File: src/rtl/udp_tx_scheduler.sv
// -----------------------------------------------------------------------------
// udp_tx_scheduler
//
// Shares a single UDP encoder among N_REQ transmit requesters (sockets) with
// round-robin arbitration. For each packet the block:
//   1. picks a winner among the raised req bits (IDLE, 1 cycle),
//   2. latches the winner's header configuration and pulses enc_start (START),
//   3. forwards only the winner's payload stream to the encoder (STREAM),
//   4. captures checksum/length on enc_fin, or aborts after TIMEOUT cycles,
//   5. pulses enc_reset for one cycle so the encoder is clean for the next
//      packet (CLEAR).
// The encoder's own output stream (wr_en/pkg_data) bypasses this block.
//
// Ports
//   clk, reset          clock; synchronous active-high reset
//   req                 per-requester transmit request (level, held until
//                       done/err)
//   req_src_ip,
//   req_dest_ip         packed 32-bit per requester, slice i = [32i+31:32i]
//   req_src_port,
//   req_dest_port,
//   req_len             packed 16-bit per requester
//   req_no_chksum       per-requester checksum disable
//   req_data,
//   req_data_av         per-requester payload word and its valid
//   grant               one-hot, high from START through CLEAR
//   done                one-hot, 1-cycle pulse when the encoder finished
//   err                 one-hot, 1-cycle pulse when the transaction timed out
//   res_checksum,
//   res_len             results captured from the encoder at fin
//   enc_src_ip .. enc_no_chksum
//                       latched header config, stable START..CLEAR
//   enc_start           1-cycle start pulse to the encoder
//   enc_data,
//   enc_data_av         winner's payload, forwarded in START and STREAM only
//   enc_reset           encoder reset: block reset or CLEAR state
//   enc_fin,
//   enc_checksum,
//   enc_len             encoder completion and results
// -----------------------------------------------------------------------------
module udp_tx_scheduler #(
  parameter int N_REQ   = 4,
  parameter int IDX_W   = 2,
  parameter int TIMEOUT = 4096
) (
  input  logic                 clk,
  input  logic                 reset,

  input  logic [N_REQ-1:0]     req,
  input  logic [32*N_REQ-1:0]  req_src_ip,
  input  logic [32*N_REQ-1:0]  req_dest_ip,
  input  logic [16*N_REQ-1:0]  req_src_port,
  input  logic [16*N_REQ-1:0]  req_dest_port,
  input  logic [16*N_REQ-1:0]  req_len,
  input  logic [N_REQ-1:0]     req_no_chksum,
  input  logic [32*N_REQ-1:0]  req_data,
  input  logic [N_REQ-1:0]     req_data_av,

  output logic [N_REQ-1:0]     grant,
  output logic [N_REQ-1:0]     done,
  output logic [N_REQ-1:0]     err,
  output logic [15:0]          res_checksum,
  output logic [15:0]          res_len,

  output logic [31:0]          enc_src_ip,
  output logic [31:0]          enc_dest_ip,
  output logic [15:0]          enc_src_port,
  output logic [15:0]          enc_dest_port,
  output logic [15:0]          enc_len_in,
  output logic                 enc_no_chksum,
  output logic                 enc_start,
  output logic                 enc_data_av,
  output logic [31:0]          enc_data,
  output logic                 enc_reset,

  input  logic                 enc_fin,
  input  logic [15:0]          enc_checksum,
  input  logic [15:0]          enc_len
);

  localparam int CNT_W = (TIMEOUT > 1) ? $clog2(TIMEOUT) : 1;

  typedef enum logic [1:0] {
    S_IDLE,
    S_START,
    S_STREAM,
    S_CLEAR
  } state_t;

  state_t               state;
  state_t               next_state;

  logic [IDX_W-1:0]     rr_ptr;     // index of the most recent winner
  logic [IDX_W-1:0]     win_idx;    // index of the current transaction owner
  logic [CNT_W-1:0]     cnt;        // STREAM cycle counter

  logic                 arb_found;
  logic [IDX_W-1:0]     arb_idx;
  logic [N_REQ-1:0]     arb_onehot;
  logic [IDX_W-1:0]     cand_idx;
  logic                 cnt_at_limit;

  assign cnt_at_limit = (cnt == CNT_W'(TIMEOUT - 1));

  // ---------------------------------------------------------------------------
  // Round-robin arbiter: scan rr_ptr+1, rr_ptr+2, ... (mod N_REQ) and take the
  // first raised request, so the last winner ends up with lowest priority.
  // ---------------------------------------------------------------------------
  always_comb begin
    // NOTE: every variable written here gets a default first; a path that
    // leaves one unassigned would infer a latch.
    arb_found  = 1'b0;
    arb_idx    = '0;
    arb_onehot = '0;
    cand_idx   = '0;
    for (int k = 1; k <= N_REQ; k++) begin
      cand_idx = IDX_W'((int'(rr_ptr) + k) % N_REQ);
      if (!arb_found && req[cand_idx]) begin
        arb_found = 1'b1;
        arb_idx   = cand_idx;
      end
    end
    arb_onehot[arb_idx] = arb_found;
  end

  // ---------------------------------------------------------------------------
  // FSM: state register
  // ---------------------------------------------------------------------------
  always_ff @(posedge clk) begin
    // NOTE: sequential state uses non-blocking assignments so every register
    // samples pre-edge values regardless of statement order.
    if (reset) begin
      state <= S_IDLE;
    end else begin
      state <= next_state;
    end
  end

  // ---------------------------------------------------------------------------
  // FSM: next-state logic
  // ---------------------------------------------------------------------------
  always_comb begin
    next_state = state;
    case (state)
      S_IDLE:   if (arb_found) next_state = S_START;
      S_START:  next_state = S_STREAM;
      S_STREAM: if (enc_fin || cnt_at_limit) next_state = S_CLEAR;
      S_CLEAR:  next_state = S_IDLE;
      default:  next_state = S_IDLE;
    endcase
  end

  // ---------------------------------------------------------------------------
  // FSM: combinational outputs
  // enc_reset follows the block reset directly so the encoder is held in
  // reset in the same cycle, and is also asserted for the whole CLEAR cycle.
  // The payload path is a pure mux on the latched winner; other requesters'
  // data_av is simply never selected.
  // ---------------------------------------------------------------------------
  always_comb begin
    enc_start   = 1'b0;
    enc_data_av = 1'b0;
    enc_data    = '0;
    enc_reset   = reset;
    case (state)
      S_START: begin
        enc_start   = 1'b1;
        enc_data    = req_data[32*win_idx +: 32];
        enc_data_av = req_data_av[win_idx];
      end
      S_STREAM: begin
        enc_data    = req_data[32*win_idx +: 32];
        enc_data_av = req_data_av[win_idx];
      end
      S_CLEAR: begin
        enc_reset   = 1'b1;
      end
      default: ;
    endcase
  end

  // ---------------------------------------------------------------------------
  // Datapath: arbitration pointer, grant/done/err, header config, timeout
  // counter and captured results.
  // done and err are registered so they appear during CLEAR, i.e. the cycle
  // after fin or after the final timed-out STREAM cycle; grant is still high
  // then, so the pulses simply copy it.
  // ---------------------------------------------------------------------------
  always_ff @(posedge clk) begin
    if (reset) begin
      rr_ptr        <= IDX_W'(N_REQ - 1);   // index 0 wins first after reset
      win_idx       <= '0;
      cnt           <= '0;
      grant         <= '0;
      done          <= '0;
      err           <= '0;
      res_checksum  <= '0;
      res_len       <= '0;
      enc_src_ip    <= '0;
      enc_dest_ip   <= '0;
      enc_src_port  <= '0;
      enc_dest_port <= '0;
      enc_len_in    <= '0;
      enc_no_chksum <= 1'b0;
    end else begin
      done <= '0;
      err  <= '0;
      case (state)
        S_IDLE: begin
          if (arb_found) begin
            // Header config is frozen here; the requester may change its
            // inputs afterwards without disturbing the packet in flight.
            enc_src_ip    <= req_src_ip[32*arb_idx +: 32];
            enc_dest_ip   <= req_dest_ip[32*arb_idx +: 32];
            enc_src_port  <= req_src_port[16*arb_idx +: 16];
            enc_dest_port <= req_dest_port[16*arb_idx +: 16];
            enc_len_in    <= req_len[16*arb_idx +: 16];
            enc_no_chksum <= req_no_chksum[arb_idx];
            grant         <= arb_onehot;
            rr_ptr        <= arb_idx;
            win_idx       <= arb_idx;
            cnt           <= '0;
          end
        end
        S_STREAM: begin
          cnt <= cnt + 1'b1;
          if (enc_fin) begin
            // fin takes precedence over a coincident timeout
            res_checksum <= enc_checksum;
            res_len      <= enc_len;
            done         <= grant;
          end else if (cnt_at_limit) begin
            err          <= grant;
          end
        end
        S_CLEAR: begin
          grant <= '0;
        end
        default: ;
      endcase
    end
  end

endmodule

File: config.mk
export PLATFORM = sky130hd
export DESIGN_NAME = udp_tx_scheduler
export DESIGN_NICKNAME = d
export VERILOG_FILES = /design/src/rtl/udp_tx_scheduler.sv
export SDC_FILE = /design/constraint.sdc
export NUM_CORES = 1
export LEC_CHECK = 0
export BUFFER_PORTS_ARGS = -buffer_cell sky130_fd_sc_hd__clkbuf_2
export CAP_MARGIN = 20
export CORE_AREA = 4 4 316 318
export DETAILED_ROUTE_END_ITERATION = 7
export DIE_AREA = 0 0 320 322
export GPL_TIMING_DRIVEN = 1
export PLACE_DENSITY = 0.35
export SYNTH_ARGS = -nofsm -noshare
export SYNTH_HDL_FRONTEND = slang
export SYNTH_SLANG_ARGS = --single-unit
File: constraint.sdc
create_clock -name clk -period 2.05 [get_ports clk]
set_clock_uncertainty 0.15 [all_clocks]
set_input_delay 0 -clock clk [delete_from_list [all_inputs] [get_ports clk]]
set_output_delay 0 -clock clk [all_outputs]
set_load 0.02 [all_outputs]
==> results of run 1 <==
-- cell families after synthesis --
| kind of cell | Yosys count | synth area share |
|---|---|---|
| flops | 175 | 0.321 |
| fa+ha+maj | 6 | 0.00689 |
| mux | 34 | 0.0691 |
| buf+inv | 268 | 0.0976 |
| compound gates | 506 | 0.341 |
| xor+xnor | 10 | 0.00804 |
| simple gates | 398 | 0.156 |
-- worst paths after layout --
kind,from,end,slack (ns),cells after the start
worst max-delay path,win_idx[0],enc_data[15],-0.14,5
worst min-delay path,enc_checksum[1],res_checksum[1],0.11,4
worst max register to register,rr_ptr[0],enc_src_ip[18],0.05,7
worst min register to register,res_len[8],res_len[8],0.31,2
-- registers in the layout, summed over array words and instances, names as in the netlist --
register,flops
cnt,12
done,4
enc_dest_ip,32
enc_dest_port,16
enc_len_in,16
enc_no_chksum,1
enc_src_ip,32
enc_src_port,16
err,4
grant,4
res_checksum,16
res_len,16
rr_ptr,2
state,2
win_idx,2
-- metrics by stage --
| step | utilization | setup slack, ns |
|---|---|---|
| floorplan | - | 0.0444 |
| global placement | 0.180 | 0.00654 |
| detailed placement | 0.180 | -0.0189 |
| CTS | 0.242 | -0.249 |
| global route | 0.249 | -0.216 |
| finish | 0.249 | -0.135 |
-- cells in the mapped netlist --
cell	n	area, um2
a2111oi_2	1	15.0
a211oi_1	115	863
a21bo_1	1	10.0
a21o_1	1	7.51
a21oi_1	39	195
a221o_1	1	10.0
a311oi_1	113	990
a311oi_2	1	15.0
a31oi_1	113	707
a32oi_1	3	26.3
and2_1	40	250
and3_1	4	25.0
and4_1	1	8.76
buf_1	4	15.0
buf_2	43	215
buf_4	1	7.51
clkbuf_1	103	387
dfxtp_1	175	3500
ha_1	6	75.1
inv_1	117	439
mux2i_1	1	10.0
mux4_2	33	743
nand2_1	302	1130
nand2_2	1	6.26
nand2b_1	5	31.3
nand3_1	6	30.0
nand3b_1	1	7.51
nand4_1	5	31.3
nor2_1	20	75.1
nor2b_1	1	6.26
nor3_1	1	5.00
nor3b_1	5	37.5
nor4_4	1	21.3
nor4b_1	1	8.76
o21ai_0	3	15.0
o21ai_1	1	5.00
o21bai_1	114	856
or2_1	1	6.26
or2_2	1	6.26
or3_1	2	12.5
xnor2_1	1	8.76
xor2_1	9	78.8
-- power by group through the flow --
stage	logic [W]	clock network (W)	registers, W
finish	0.0178	0.00367	0.00560
global route	0.0191	0.00392	0.00573
CTS	0.0166	0.00390	0.00559
detailed placement	0.0147	0	0.00563
global placement	0.0148	0	0.00564
floorplan	0.00616	0	0.00678
-- repair_timing --
action,in CTS,in global routing
setup buffers,2,12
resized for setup,98,89
hold endpoints to repair,164,0
pin swaps,20,6
endpoints found under the setup margin,34,131
hold buffers,489,0
cloned,3,11
-- area by class of cell --
type / instances / area share
clock inverter: 14 / 0.00681
inverter: 117 / 0.0182
sequential: 175 / 0.146
antenna: 3 / 0.000312
multi-input combinational: 954 / 0.276
clock buffer: 18 / 0.0182
tap: 1276 / 0.0663
timing repair buffer: 1446 / 0.468
-- critical path, stage by stage, from the launching register on --
cell     delay [ns]
dfxtp_4        0.43
buf_12         0.17
buf_8          0.13
mux4_2         0.49
and2_4         0.17
buf_6          0.12
-- layer usage --
| layer | global-route usage | vias up | routed length, um |
|---|---|---|---|
| met5 | 0 | - | 0 |
| li1 | - | 7730 | - |
| met1 | 0.158 | 7880 | 31500 |
| met4 | 0.0488 | 0 | 2170 |
| met3 | 0.0334 | 111 | 4950 |
| met2 | 0.272 | 698 | 42600 |
==> qor.csv, run 1 <==
metric;value;unit
multiInputGateArea;6650;um2
p_int;0.0145;W
layout_common_cells;clkbuf_2 (778), dlygate4sd3_1 (488), nand2_1 (302);
ys_ff_latch;175;
drtAntennaViolNets;0;
finalSetupTns;-2.82;ns
p_seq_frac;0.207;
finalCriticalPeriod;2.19;ns
synthCells;1397;
port-buffer-count;814;
fp.dieH;322;um
syn2layout_area_growth;121;%
clkPwrFrac;0.135;
worstMarginPinSlew;0.573;ns
dpl_cell_area;17400;um2
cts_max_path_buffers;2;
p_sw_frac;0.466;
layout_commonest_cell;clkbuf_2;
critPathKind;reg -> out;
cp-end-kind;output port;
vdd_drop_max;0.000547;V
cts_tree;built;
arrival;2.04;ns
cts.sinks;175;
synth.distinct_cells;42;
htreeDepth;4;
cts-root-buf;clkbuf_16;
synth_fp_nets;2026;
grt_overflow;0;
grt_pass1_wl;112000;um
dieArea;103000;um2
critPathLaunchType;flip-flop;
rsz0062_at_grt;true;
routedWlPerCell;20.3;um
stdcell_count;4003;
drtIter0Drc;643;
power_density;1130;nW/um2
status;complete, but fails checks;
first_global_vias;17645;
dp_cells;3454;
drv_cap;0;
final_area;24100;um2
setup_violations;32;
die_w;320;um
total_leakage_power;11.0;nW
netlist_area;10900;um2
power_frac_comb;0.658;
vias;16419;
antenna_found_initial;3;
coreArea;96600;um2
clkTransAtPathRegs;0.08;ns
wirelength;81200;um
violations;setup timing;
hold_path.class;in -> reg;
regArea;3510;um2
clk_latency;0.51;ns
holdWs;0.109;ns
nFillCells;10602;
seq_area_frac_synth;0.321;
drive_gt1_frac;0.404;
slew_violations;0;
io_pins;815;
cp.required;1.90;ns
final_hold_viol_count;0;
fin_ws;-0.135;ns
period_share;1.07;
relSlewSlack;0.618;
crit_fanout;6;
drtPass1Iterations;5;
total_power;0.0271;W
avgSynthCellArea;7.80;um2
route.detailed.drc;0;
grt_max_degree;73;
rows;114;
nets;3340;
start_util;0.113;
gp_congestion;0.847;
max_freq;0.458;GHz
dpl.hpwl;59400;um
track_usage;0.144;
viasPerCell;4.10;
p_switching;0.0126;W
yosys_warnings;0;
cts_buffers;17;
Note: power is estimated with default switching activity, not from simulation.
==> run 2: changes to the inputs <==
--- a/config.mk
+++ b/config.mk
@@ -7,5 +7,5 @@
 export LEC_CHECK = 0
 export BUFFER_PORTS_ARGS = -buffer_cell sky130_fd_sc_hd__clkbuf_2
-export CAP_MARGIN = 20
+export CAP_MARGIN = 5
 export CORE_AREA = 4 4 316 318
 export DETAILED_ROUTE_END_ITERATION = 7
==> constraint.sdc (replaced) <==
create_clock -name clk -period 2.05 [get_ports clk]
set_clock_uncertainty 0.15 [all_clocks]
set_input_delay 0.1025 -clock clk [delete_from_list [all_inputs] [get_ports clk]]
set_output_delay 0.1025 -clock clk [all_outputs]
set_load 0.02 [all_outputs]
==> run 2 against run 1 <==
  * Clock power hardly changed
  * Via count is 0.32% lower
  * Register-to-register slack better by 0.03 ns
  * Total power is 1.9% lower
  * Count of clock-buffer cells in the layout is 1 lower
  * Worst hold slack worse by 0.048 ns
  * Critical path type unchanged
  * Routed wire length is 1.5% lower
  * Global-route usage hardly changed
  * The run still ends with setup timing left
  * Sequential power hardly changed
  * Core utilization is 0.27 points lower
==> qor.csv, run 2 (synthesis results as in run 1) <==
metric;value;unit;change
status;complete, but fails checks;;unchanged
violations;setup timing;;unchanged
routedWlPerCell;20.1;um;was 20.3 um
holdWs;0.0609;ns;was 0.109 ns
route.detailed.drc;0;;unchanged
cts_tree;built;;unchanged
drtIter0Drc;662;;was 643
max_freq;0.448;GHz;was 0.458 GHz
track_usage;0.144;;about the same
worstSetupEndpoint;enc_data[10];;was enc_data[15]
worstMarginPinSlew;0.509;ns;was 0.573 ns
reg2regPathDepth;8;;was 7
grt_overflow;0;;unchanged
final_hold_viol_count;0;;unchanged
drv_cap;0;;unchanged
cp.required;1.80;ns;was 1.90 ns
top_regs;enc_dest_ip: 32 flops, enc_src_ip: 32 flops;;unchanged
finalSetupTns;-4.46;ns;was -2.82 ns
p_int;0.0141;W;was 0.0145 W
vias;16367;;was 16419
p_sw_frac;0.470;;was 0.466
setup_violations;33;;was 32
syn2layout_area_growth;118;%;was 121%
r2r_slack;0.08;ns;was 0.05 ns
cts.sinks;175;;unchanged
crit_fanout;4;;was 6
grt_pass1_wl;112000;um;about the same
fp.dieH;322;um;unchanged
power_frac_comb;0.651;;was 0.658
clkTransAtPathRegs;0.08;ns;about the same
nets;3325;;was 3340
clkPwrFrac;0.139;;was 0.135
p_seq_frac;0.210;;was 0.207
layout_common_cells;clkbuf_2 (781), dlygate4sd3_1 (484), nand2_1 (302);;was clkbuf_2 (778), dlygate4sd3_1 (488), nand2_1 (302)
total_power;0.0266;W;was 0.0271 W
wirelength;80000;um;was 81200 um
drtAntennaViolNets;0;;unchanged
rows;114;;unchanged
viasPerCell;4.11;;was 4.10
antenna_found_initial;4;;was 3
power_density;1120;nW/um2;was 1130 nW/um2
hold_path.class;in -> reg;;unchanged
port-buffer-count;814;;unchanged
die_w;320;um;unchanged
first_global_vias;17713;;was 17645
critPathKind;reg -> out;;unchanged
p_switching;0.0125;W;was 0.0126 W
layout_commonest_cell;clkbuf_2;;unchanged
rr_endpoint;enc_dest_ip[9];;was enc_src_ip[18]
cp-end-kind;output port;;unchanged
cts_max_path_buffers;2;;unchanged
drive_gt1_frac;0.396;;was 0.404
arrival;1.98;ns;was 2.04 ns
fin_ws;-0.181;ns;was -0.135 ns
total_leakage_power;10.8;nW;was 11.0 nW
cts-root-buf;clkbuf_16;;unchanged
post-place-ws;-0.304;ns;was -0.0189 ns
gp_congestion;0.828;;was 0.847
start_util;0.113;;unchanged
critPathLaunchType;flip-flop;;unchanged
htreeDepth;4;;unchanged
crit_start;win_idx[0];;unchanged
coreArea;96600;um2;unchanged
cts_buffers;17;;unchanged
nFillCells;10591;;was 10602
dieArea;103000;um2;unchanged
vdd_drop_max;0.000656;V;was 0.000547 V
period_share;1.09;;was 1.07
dpl.hpwl;59300;um;was 59400 um
rsz0062_at_grt;true;;unchanged
relSlewSlack;0.661;;was 0.618
drtPass1Iterations;5;;unchanged
postLayoutCoreUtil;0.247;;was 0.249
slew_violations;0;;unchanged
timing.rr.start;rr_ptr[0];;unchanged
finalCriticalPeriod;2.23;ns;was 2.19 ns
clk_latency;0.50;ns;was 0.51 ns
io_pins;815;;unchanged
grt_max_degree;81;;was 73
## run 2: cell count changes in the layout (fill, tap and decap cells not counted), moves of 4 or more
cell and change:
dlygate4sd3_1 -4, inv_12 +4, a211oi_2 -16, a211oi_1 +16, buf_4 -15, buf_6 +12
buf_12 +6, buf_8 -11, buf_16 -4
## run 2: power groups by stage
stage	clock network, W	logic, W	registers (W)
after floorplan	0	0.00616	0.00678
after global placement	0	0.0150	0.00562
after detailed placement	0	0.0148	0.00561
after CTS	0.00391	0.0164	0.00558
after global routing	0.00404	0.0186	0.00572
final	0.00370	0.0173	0.00558
## run 2: metal layers
layer  track usage  wire length [um]
met1         0.160             30900
met2         0.263             41200
met3        0.0351              5050
met4        0.0595              2840
met5             0                13
## run 2: worst min path at each step
stage	from	endpoint	slack [ns]	depth (start not counted)
after floorplan	enc_checksum[0]	res_checksum[0]	0.09	2
after global placement	enc_checksum[4]	res_checksum[4]	0.18	3
after detailed placement	enc_checksum[4]	res_checksum[4]	0.18	3
after CTS	req_dest_ip[71]	enc_dest_ip[7]	0.01	4
after global routing	req_dest_ip[71]	enc_dest_ip[7]	0.07	4
final	req_dest_ip[71]	enc_dest_ip[7]	0.06	4
## run 2: worst max-delay path: stages, from the launching register on
cell     delay, ns
dfxtp_4       0.38
buf_12        0.13
buf_16        0.12
buf_8         0.10
mux4_2        0.48
and2_4        0.16
buf_8         0.12
## run 2: final cells by class
| class | instances | area (um2) | area share |
|---|---|---|---|
| well taps | 1276 | 1600 | 0.0670 |
| multi-input cells | 954 | 6590 | 0.277 |
| diodes | 1 | 2.50 | 0.000105 |
| clock inverters | 15 | 195 | 0.00820 |
| inverters | 117 | 439 | 0.0184 |
| flip-flops and latches | 175 | 3510 | 0.147 |
| repair buffers | 1431 | 11100 | 0.464 |
| clock buffers | 17 | 425 | 0.0179 |
## run 2: what timing repair did
item,4_1_cts,5_1_grt
pin swaps,17,17
hold buffers,484,0
hold endpoints to repair,163,0
gates resized for setup,66,96
buffers inserted,3,6
endpoints found under the setup margin,35,113
gates cloned,2,9
## run 2: through the flow
step	std cells	cell area [um2]
5_1_grt	3986	23800
3_3_place_gp	3451	17400
4_1_cts	3972	23200
3_5_place_dp	3451	17400
2_1_floorplan	1397	10900
6_report	3986	23800
==> run 3: changes to the inputs <==
- PLACE_DENSITY: 0.35 -> 0.41
==> run 3 against run 2 <==
  * The run still ends with setup timing left
  * Final cell count increased by 1.8%
  * Die area unchanged
  * Routed wire length increased by 17%
  * Critical path depth decreased by 2
  * Clock power decreased by 3%
  * Fmax about the same
  * Largest power group unchanged
  * Highest routed layer unchanged
==> qor.csv, run 3 (synthesis results as in run 1) <==
metric;value;unit;change
status;complete, but fails checks;;unchanged
violations;setup timing;;unchanged
reg2regPathDepth;8;;unchanged
postLayoutCoreUtil;0.265;;was 0.247
coreArea;96600;um2;unchanged
drtIter0Drc;1016;;was 662
nets;3389;;was 3325
cts_max_path_buffers;2;;unchanged
drive_gt1_frac;0.451;;was 0.396
drtAntennaViolNets;0;;unchanged
total_leakage_power;11.4;nW;was 10.8 nW
layout_common_cells;clkbuf_2 (789), dlygate4sd3_1 (480), nand2_1 (293);;was clkbuf_2 (781), dlygate4sd3_1 (484), nand2_1 (302)
wirelength;93500;um;was 80000 um
drv_cap;0;;unchanged
vias;17456;;was 16367
first_global_vias;18237;;was 17713
r2r_slack;0.02;ns;was 0.08 ns
slew_violations;0;;unchanged
grt_overflow;0;;unchanged
dpl.hpwl;62200;um;was 59300 um
arrival;1.98;ns;about the same
cp-end-kind;output port;;unchanged
antenna_found_initial;13;;was 4
cts_buffers;17;;unchanged
cts.sinks;175;;unchanged
fin_ws;-0.181;ns;about the same
top_regs;enc_dest_ip: 32 flops, enc_src_ip: 32 flops;;unchanged
viasPerCell;4.30;;was 4.11
routedWlPerCell;23.0;um;was 20.1 um
route.detailed.drc;0;;unchanged
start_util;0.113;;unchanged
syn2layout_area_growth;135;%;was 118%
cp.required;1.80;ns;about the same
layout_commonest_cell;clkbuf_2;;unchanged
rr_endpoint;enc_dest_port[13];;was enc_dest_ip[9]
period_share;1.09;;about the same
htreeDepth;4;;unchanged
relSlewSlack;0.697;;was 0.661
critPathKind;reg -> out;;unchanged
finalCriticalPeriod;2.23;ns;about the same
power_density;1160;nW/um2;was 1120 nW/um2
rsz0062_at_grt;true;;unchanged
final_hold_viol_count;0;;unchanged
nFillCells;10373;;was 10591
crit_start;win_idx[0];;unchanged
timing.rr.start;rr_ptr[0];;unchanged
cts-root-buf;clkbuf_16;;unchanged
cts_tree;built;;unchanged
port-buffer-count;814;;unchanged
worstMarginPinSlew;0.453;ns;was 0.509 ns
hold_path.class;in -> reg;;unchanged
dieArea;103000;um2;unchanged
vdd_drop_max;0.000626;V;was 0.000656 V
io_pins;815;;unchanged
grt_max_degree;68;;was 81
crit_fanout;14;;was 4
gp_congestion;0.878;;was 0.828
clkTransAtPathRegs;0.08;ns;about the same
track_usage;0.160;;was 0.144
worstSetupEndpoint;enc_data[10];;unchanged
fp.dieH;322;um;unchanged
drtPass1Iterations;5;;unchanged
finalSetupTns;-4.07;ns;was -4.46 ns
setup_violations;33;;unchanged
grt_pass1_wl;122000;um;was 112000 um
clk_latency;0.50;ns;about the same
rows;114;;unchanged
die_w;320;um;unchanged
max_freq;0.448;GHz;about the same
critPathLaunchType;flip-flop;;unchanged
[run 3: cell count changes in the layout (fill, tap and decap cells not counted), sizes merged]
cell          previous run  this run
inv                    128       123
dlymetal6s4s             0         1
clkbuf                 807       826
and3                     4         5
diode                    1         9
buf                    157       205
clkinvlp                 1         0
clkinv                   3         6
dlygate4sd3            484       480
bufinv                   0         1
[run 3: timing repair]
| item | in CTS | in global routing |
|---|---|---|
| setup endpoints to repair | 143 | 153 |
| gates cloned | 17 | 24 |
| hold buffers | 481 | 0 |
| buffers inserted | 25 | 18 |
| pin swaps | 30 | 49 |
| resized for setup | 110 | 197 |
| endpoints found under the hold margin | 158 | 0 |
[run 3: final cells by class]
| type | instances | area (um2) | area share |
|---|---|---|---|
| antenna | 9 | 22.5 | 0.000880 |
| sequential | 175 | 3520 | 0.137 |
| multi-input combinational | 955 | 7490 | 0.293 |
| clock buffer | 18 | 439 | 0.0172 |
| inverter | 117 | 439 | 0.0172 |
| clock inverter | 13 | 150 | 0.00587 |
| tap | 1276 | 1600 | 0.0624 |
| timing repair buffer | 1494 | 11900 | 0.466 |
[run 3: worst min path at each step]
stage	from	slack (ns)	end	depth (start not counted)
floorplan	enc_checksum[0]	0.09	res_checksum[0]	2
global placement	enc_checksum[10]	0.18	res_checksum[10]	3
detailed placement	enc_checksum[7]	0.18	res_checksum[7]	3
CTS	req[2]	0.02	win_idx[0]	4
global route	req_src_ip[115]	0.03	enc_src_ip[19]	5
finish	req_src_ip[115]	0.04	enc_src_ip[19]	5
[run 3: worst max-delay path, cell delays in order (launching register included)]
cell and delay [ns]:
dfxtp_4 0.43, buf_12 0.18, mux4_2 0.50, and2_1 0.20, clkbuf_2 0.16
[run 3: power breakdown]
part           switching, W  internal, W
clock network       0.00183      0.00175
logic                0.0116      0.00893
registers          0.000925      0.00467
[run 3: metal layers]
metal  track usage  routed length, um  vias up
met3        0.0455               7650      205
met5             0                 34        -
met2         0.286              46500      970
met1         0.178              35700     8432
li1              -                  -     7845
met4        0.0667               3540        4
[run 3: metrics by stage]
step                      instance area, um2  std cells  hold slack (ns)  total power, W  setup WS, ns
after global placement                 17400       3462            0.180          0.0202        -0.194
after CTS                              24000       4012           0.0173          0.0269        -0.290
after global routing                   25600       4055           0.0260          0.0313        -0.285
after floorplan                        10900       1397           0.0885          0.0129        0.0444
after detailed placement               17400       3462            0.183          0.0202        -0.212
final                                  25600       4057           0.0431          0.0297        -0.181
